--- config.mk ---
export PLATFORM = sky130hd
export DESIGN_NAME = note_scroll_sequencer
export DESIGN_NICKNAME = d
export VERILOG_FILES = /design/src/rtl/note_scroll_sequencer.sv
export SDC_FILE = /design/constraint.sdc
export NUM_CORES = 1
export LEC_CHECK = 0
export ABC_AREA = 1
export BUFFER_PORTS_ARGS = -buffer_cell sky130_fd_sc_hd__buf_2
export CAP_MARGIN = 20
export CELL_PAD_IN_SITES_DETAIL_PLACEMENT = 0
export CELL_PAD_IN_SITES_GLOBAL_PLACEMENT = 1
export CORE_ASPECT_RATIO = 0.6
export CORE_MARGIN = 2
export CORE_UTILIZATION = 43
export CTS_BUF_LIST = sky130_fd_sc_hd__clkbuf_16
export DETAILED_ROUTE_END_ITERATION = 6
export HOLD_SLACK_MARGIN = 0.03
export PLACE_DENSITY = 0.84
export SYNTH_ARGS = -nofsm -noshare
export SYNTH_HDL_FRONTEND = slang
export SYNTH_SLANG_ARGS = --single-unit
--- constraint.sdc ---
create_clock -name clk -period 2.2 [get_ports clk]
set_input_delay 0.55 -clock clk [delete_from_list [all_inputs] [get_ports clk]]
set_output_delay 0.55 -clock clk [all_outputs]
set_load 0.01 [all_outputs]
--- src/rtl/note_scroll_sequencer.sv ---
// note_scroll_sequencer: two-track scrolling note scheduler with per-pixel note-object enables.
// Latency: pixel enables 1 clk after pixel_x/pixel_y; note_done/overflow 1 clk after the cause.
// Backpressure: none; a push to a full track queue is dropped and flagged on overflow[t].
//
// Ports:
//   clk, reset_n            clock, asynchronous active-low reset
//   frame_tick              one-cycle pulse per frame; advances scroll / load / retire
//   note_wr, note_track,    push request into track queue (track 0 -> bit0 outputs)
//   note_pitch
//   pixel_x, pixel_y        current pixel being drawn
//   objetoNotasOn(2)        registered "pixel inside active note" for track 1 / track 2
//   full                    per-track queue full (combinational from occupancy)
//   overflow, note_done     registered one-cycle pulses per track
//   pause                   only when NOTE_PAUSE_EN is defined: freezes frame_tick effects

// Small generic FIFO: one write and one read port, occupancy counter.
// Latency: read data is the head entry, valid combinationally while non-empty.
// Backpressure: a push while full is ignored unless a pop frees the slot the same cycle.
module nss_fifo #(
  parameter int AW = 2,
  parameter int W  = 3
) (
  input  logic         clk,
  input  logic         reset_n,
  input  logic         push,
  input  logic         pop,
  input  logic [W-1:0] din,
  output logic [W-1:0] dout,
  output logic         full,
  output logic         empty
);
  localparam int DEPTH = 1 << AW;
  localparam logic [AW:0] DEPTH_C = DEPTH[AW:0];

  logic [W-1:0]  mem [DEPTH];
  logic [AW-1:0] wr_ptr;
  logic [AW-1:0] rd_ptr;
  logic [AW:0]   count;
  logic          do_push;
  logic          do_pop;

  assign full    = (count == DEPTH_C);
  assign empty   = (count == '0);
  assign do_pop  = pop && !empty;
  // A pop in the same cycle frees the slot, so a push to a full queue still lands.
  assign do_push = push && (!full || do_pop);
  assign dout    = mem[rd_ptr];

  always_ff @(posedge clk) begin
    if (do_push) begin
      mem[wr_ptr] <= din;
    end
  end

  always_ff @(posedge clk or negedge reset_n) begin
    if (!reset_n) begin
      wr_ptr <= '0;
      rd_ptr <= '0;
      count  <= '0;
    end else begin
      if (do_push) begin
        wr_ptr <= wr_ptr + 1'b1;
      end
      if (do_pop) begin
        rd_ptr <= rd_ptr + 1'b1;
      end
      case ({do_push, do_pop})
        2'b10:   count <= count + 1'b1;
        2'b01:   count <= count - 1'b1;
        default: count <= count;
      endcase
    end
  end
endmodule

// Two-track note scroller: queues pitches per track, moves the active note left each frame.
// Latency: objetoNotasOn/objetoNotasOn2 registered, 1 clk behind pixel_x/pixel_y.
// Backpressure: none; pushes to a full queue are dropped and pulse overflow[t].
module note_scroll_sequencer #(
  parameter int START_X  = 620,
  parameter int END_X    = 40,
  parameter int STEP     = 2,
  parameter int NOTE_W   = 16,
  parameter int NOTE_H   = 8,
  parameter int STAFF_Y0 = 200,
  parameter int PITCH_SP = 8,
  parameter int FIFO_AW  = 2
) (
  input  logic       clk,
  input  logic       reset_n,
  input  logic       frame_tick,
  input  logic       note_wr,
  input  logic       note_track,
  input  logic [2:0] note_pitch,
  input  logic [9:0] pixel_x,
  input  logic [9:0] pixel_y,
  output logic       objetoNotasOn,
  output logic       objetoNotasOn2,
  output logic [1:0] full,
  output logic [1:0] overflow,
  output logic [1:0] note_done
`ifdef NOTE_PAUSE_EN
  ,
  input  logic       pause
`endif
);
  // All geometry is evaluated in 11 bits so x+NOTE_W and y0+NOTE_H never wrap.
  localparam logic [10:0] START_X_C  = 11'(START_X);
  localparam logic [10:0] RET_TH_C   = 11'(END_X + STEP);
  localparam logic [10:0] STEP_C     = 11'(STEP);
  localparam logic [10:0] NOTE_W_C   = 11'(NOTE_W);
  localparam logic [10:0] NOTE_H_C   = 11'(NOTE_H);
  localparam logic [10:0] STAFF_Y0_C = 11'(STAFF_Y0);
  localparam logic [10:0] PITCH_SP_C = 11'(PITCH_SP);

  typedef enum logic {
    IDLE   = 1'b0,
    SCROLL = 1'b1
  } trk_state_t;

  logic        tick;
  logic [1:0]  push;
  logic [1:0]  pop;
  logic [1:0]  done_c;
  logic [1:0]  hit;
  logic [10:0] px11;
  logic [10:0] py11;

`ifdef NOTE_PAUSE_EN
  assign tick = frame_tick && !pause;
`else
  assign tick = frame_tick;
`endif

  assign push[0] = note_wr && !note_track;
  assign push[1] = note_wr &&  note_track;
  assign px11    = {1'b0, pixel_x};
  assign py11    = {1'b0, pixel_y};

  for (genvar g = 0; g < 2; g++) begin : g_trk
    trk_state_t  st_q;
    trk_state_t  st_d;
    logic [9:0]  x_q;
    logic [9:0]  x_d;
    logic [2:0]  pitch_q;
    logic [2:0]  pitch_d;
    logic        pop_l;
    logic        done_l;
    logic [2:0]  fifo_dout;
    logic        fifo_full;
    logic        fifo_empty;
    logic [10:0] x11;
    logic [10:0] y0;
    logic        in_x;
    logic        in_y;

    nss_fifo #(
      .AW (FIFO_AW),
      .W  (3)
    ) u_fifo (
      .clk     (clk),
      .reset_n (reset_n),
      .push    (push[g]),
      .pop     (pop_l),
      .din     (note_pitch),
      .dout    (fifo_dout),
      .full    (fifo_full),
      .empty   (fifo_empty)
    );

    always_ff @(posedge clk or negedge reset_n) begin
      if (!reset_n) begin
        st_q    <= IDLE;
        x_q     <= START_X_C[9:0];
        pitch_q <= '0;
      end else begin
        st_q    <= st_d;
        x_q     <= x_d;
        pitch_q <= pitch_d;
      end
    end

    // Position and pitch only move on a tick, so a note never shifts mid-frame.
    // The FIFO empty flag is the pre-push value, so a push landing with the tick
    // that finds the queue empty waits for the following tick.
    always_comb begin
      st_d    = st_q;
      x_d     = x_q;
      pitch_d = pitch_q;
      pop_l   = 1'b0;
      done_l  = 1'b0;
      case (st_q)
        IDLE: begin
          if (tick && !fifo_empty) begin
            pop_l   = 1'b1;
            pitch_d = fifo_dout;
            x_d     = START_X_C[9:0];
            st_d    = SCROLL;
          end
        end
        SCROLL: begin
          if (tick) begin
            if ({1'b0, x_q} >= RET_TH_C) begin
              x_d = x_q - STEP_C[9:0];
            end else begin
              done_l = 1'b1;
              if (!fifo_empty) begin
                pop_l   = 1'b1;
                pitch_d = fifo_dout;
                x_d     = START_X_C[9:0];
              end else begin
                st_d = IDLE;
              end
            end
          end
        end
        default: st_d = IDLE;
      endcase
    end

    assign x11  = {1'b0, x_q};
    assign y0   = STAFF_Y0_C + 11'(pitch_q) * PITCH_SP_C;
    assign in_x = (px11 >= x11) && (px11 < x11 + NOTE_W_C);
    assign in_y = (py11 >= y0)  && (py11 < y0 + NOTE_H_C);

    assign hit[g]    = (st_q == SCROLL) && in_x && in_y;
    assign pop[g]    = pop_l;
    assign done_c[g] = done_l;
    assign full[g]   = fifo_full;
  end

  always_ff @(posedge clk or negedge reset_n) begin
    if (!reset_n) begin
      objetoNotasOn  <= 1'b0;
      objetoNotasOn2 <= 1'b0;
      note_done      <= '0;
      overflow       <= '0;
    end else begin
      objetoNotasOn  <= hit[0];
      objetoNotasOn2 <= hit[1];
      note_done      <= done_c;
      // Dropped only if full and the same cycle does not pop a slot free.
      overflow       <= push & full & ~pop;
    end
  end
endmodule

==> results.md <==
- Status: finished clean
- Peak supply drop: between 0.0006 and 0.0007 V
- Leading post-synthesis cells by cell area: ha_1 (18%), dfrtp_1 (17%), edfxtp_1 (14%)
- Power density over cell area: 1460 mW/mm2
- Yosys top cell area share: 0.183
- Crit path kind: reg -> reg
- Drt drc: 0
- Tot GR Track Use: 0.196
- Cell Rows: 31
- EDFF count, synth: 24
- CP max stage cell: dfrtp_1
- Worst-path clk slew: 0.06 ns
- Initial core utilization: 0.442
- Commonest cells in the netlist: nand2_1 (84), ha_1 (78), nor2_1 (76)
- DR vias/cell: between 5 and 6
- Fin Hold WS: around 0.17 ns
- Final setup skew: approximately 0.0052 ns
- P_leak: about 3 nW
- TritonCTS clock tree: yes
- Core area: between 0.01 and 0.015 mm2
- Hold buffers post-CTS: 0
- Critical path capture point type: register
- Synth area leader: ha_1
- Biggest cell delay along the critical path: roughly 0.38 ns
- Global-route wire length before repair: 21100 um
- # fillers: 1127
- Max Slew Vio Count: 0
- Share of layout cells above drive strength 1: 0.222
- Vias in the first global route: about 4400
- Ys Warns: 0
- Largest net degree at the start of global routing: 22
- Routability congestion estimate from global placement: between 0.8 and 0.9
- GR Overflow Total: 0
- Clock H-tree levels: 3
- Required time of the critical path: about 2.5 ns
- DR iter-0 viols: ~320
- Drt wl/cell: around 14 um
- Final hold vios: 0
- Antenna Cells: 0
- Top-count cell post-synth: nand2_1
- Type of origin of the critical path: register
- Flops & latches, synth: 70
- Final design utilization: 0.525
- Die W: 148 um
- Cell Chain, Critical Path: ha_2 > ha_4 > buf_4 > nand3_1 > xor2_1 > ha_1 > a21oi_2 > o21ai_1 > a21oi_2 > nand2_1 > nor2_1
- Final period util: 0.961
- RSZ-0062 raised after global routing: true
- Max-cap violations: 0
- Buffers on Ports: 34
- Ys flop type: dfrtp_1
- Root buffer cell: clkbuf_16
- Longest Clk Path Bufs: 2
- CTS Buf Count: 9
- Crit-path max FO: 2
- Number of I/O pins: 36
- Netlist cell types: 35
- NumNets Final: between 800 and 900
- Worst Tran Pin Value: 0.538 ns
- Die ar.: around 0.013 mm2
- Post-route antenna net violation count: 0
- TritonRoute pass-1 iters: 5
- Register area share after synthesis: 0.354
- Die Span Y: 90.2 um
- Max Fclk: around 470 MHz
- Mean Syn Cell Area: about 8.6 um2
- Setup Total Neg Slack: 0 ns
- Post-DP HPWL: 9750 um
- Routed via count: 4425
- Area Growth Syn to Fin: 18.8%
- Critical path buffers and inverters: 1
- Clock Sinks: 70
- WL final: 12500 um
- Family with the most delay on the worst path: adder cells
- Clk_lat worst skew: about 0.34 ns
- Most used cell, CP: a21oi_2
- Finish-stage setup viols: 0
- Max-Slew Margin vs Limit: 0.638
- Period minus WS final: 2.11 ns
- HP Class: in -> async
- Asr flop ratio synth: 0.657
- Flop-to-flop setup slack: about 0.085 ns
- WP data arrival: 2.38 ns
- Initial antenna violation count: 0
- Cell area after synthesis: ~0.0053 mm2
- Post-Syn Instances: between 600 and 700
[flip-flops by register name, summed over array words and instances, names as in the netlist]
name,flops
note_done,2
g_trk.st_q,2
objetoNotasOn2,1
g_trk.u_fifo.wr_ptr,4
g_trk.x_q,18
g_trk.u_fifo.rd_ptr,4
overflow,2
g_trk.u_fifo.count,6
objetoNotasOn,1
g_trk.pitch_q,6
g_trk.u_fifo.mem,24
[worst paths after layout]
path,start,endpoint,depth (start not counted)
max,g_trk[0].pitch_q[1],objetoNotasOn,11
min,reset_n,g_trk[1].u_fifo.wr_ptr[0],1
max reg2reg,g_trk[0].pitch_q[1],objetoNotasOn,11
min reg2reg,g_trk[1].x_q[3],g_trk[1].x_q[3],2
max in group asynchronous,reset_n,g_trk[0].x_q[9],2
min in group clk,note_pitch[2],g_trk[0].u_fifo.mem[1][2],1
[per-stage QoR]
| step | setup WS [ns] | cells | cell area [um2] | power, mW |
|---|---|---|---|---|
| after global placement | 0.0578 | 845 | 5880 | 7.15 |
| after global routing | -0.0721 | 864 | 6330 | 10.2 |
| after CTS | 0.00362 | 861 | 6190 | 8.92 |
| after floorplan | 0.121 | 621 | 5330 | 5.94 |
| after detailed placement | 0.00361 | 845 | 5880 | 7.41 |
| final | 0.0854 | 864 | 6330 | 9.27 |
[layout make-up]
type | count | area [um2] | area share
repair buffers | 67 | 422 | 0.0666
multi-input cells | 464 | 3220 | 0.508
flip-flops and latches | 70 | 1890 | 0.298
clock inverters | 7 | 66.3 | 0.0105
clock buffers | 9 | 225 | 0.0356
inverters | 82 | 308 | 0.0486
well taps | 165 | 206 | 0.0326
[what timing repair did]
action | 4_1_cts | 5_1_grt
pin swaps | 1 | 20
setup buffers | 0 | 3
resized for setup | 2 | 27
setup endpoints to repair | 2 | 13
[placed cells by master, fill, tap and decap left out, drive strengths merged]
| cell type | count |
|---|---|
| nand2 | 97 |
| nor2 | 84 |
| inv | 82 |
| ha | 78 |
| buf | 67 |
| nand3 | 48 |
| o21ai | 39 |
| dfrtp | 36 |
| a21oi | 33 |
| edfxtp | 24 |
| nand4 | 20 |
| xor2 | 18 |
| nor3 | 11 |
| dfstp | 10 |
| clkbuf | 9 |
| o32ai | 6 |
| xnor2 | 6 |
| clkinv | 6 |
| o21a | 5 |
| nand3b | 5 |
| a21o | 4 |
| or2 | 2 |
| o211ai | 2 |
| fa | 2 |
| conb | 2 |
| o31ai | 2 |
| bufinv | 1 |
[report_power, final]
part           internal [mW]  switching (mW)
registers               1.87           0.478
clock network          0.871           0.561
logic                   2.35            3.15
total                   5.08            4.19
[kinds of logic after synthesis]
group	count (synthesis)	synth area share
AO/OA/AOI/OAI	91	0.0965
XOR/XNOR	24	0.0395
adder cells (fa/ha/maj)	80	0.191
buffers and inverters	87	0.0669
flip-flops	70	0.354
other	1	0.000704
AND/OR/NAND/NOR	267	0.252
[layer usage]
metal / GRT usage / part of all wire
met1: 0.288 / 0.52
met2: 0.297 / 0.43
met3: 0.0431 / 0.040
met4: 0.0433 / 0.0068
met5: 0 / 0
Note: power is estimated with default switching activity, not from simulation.
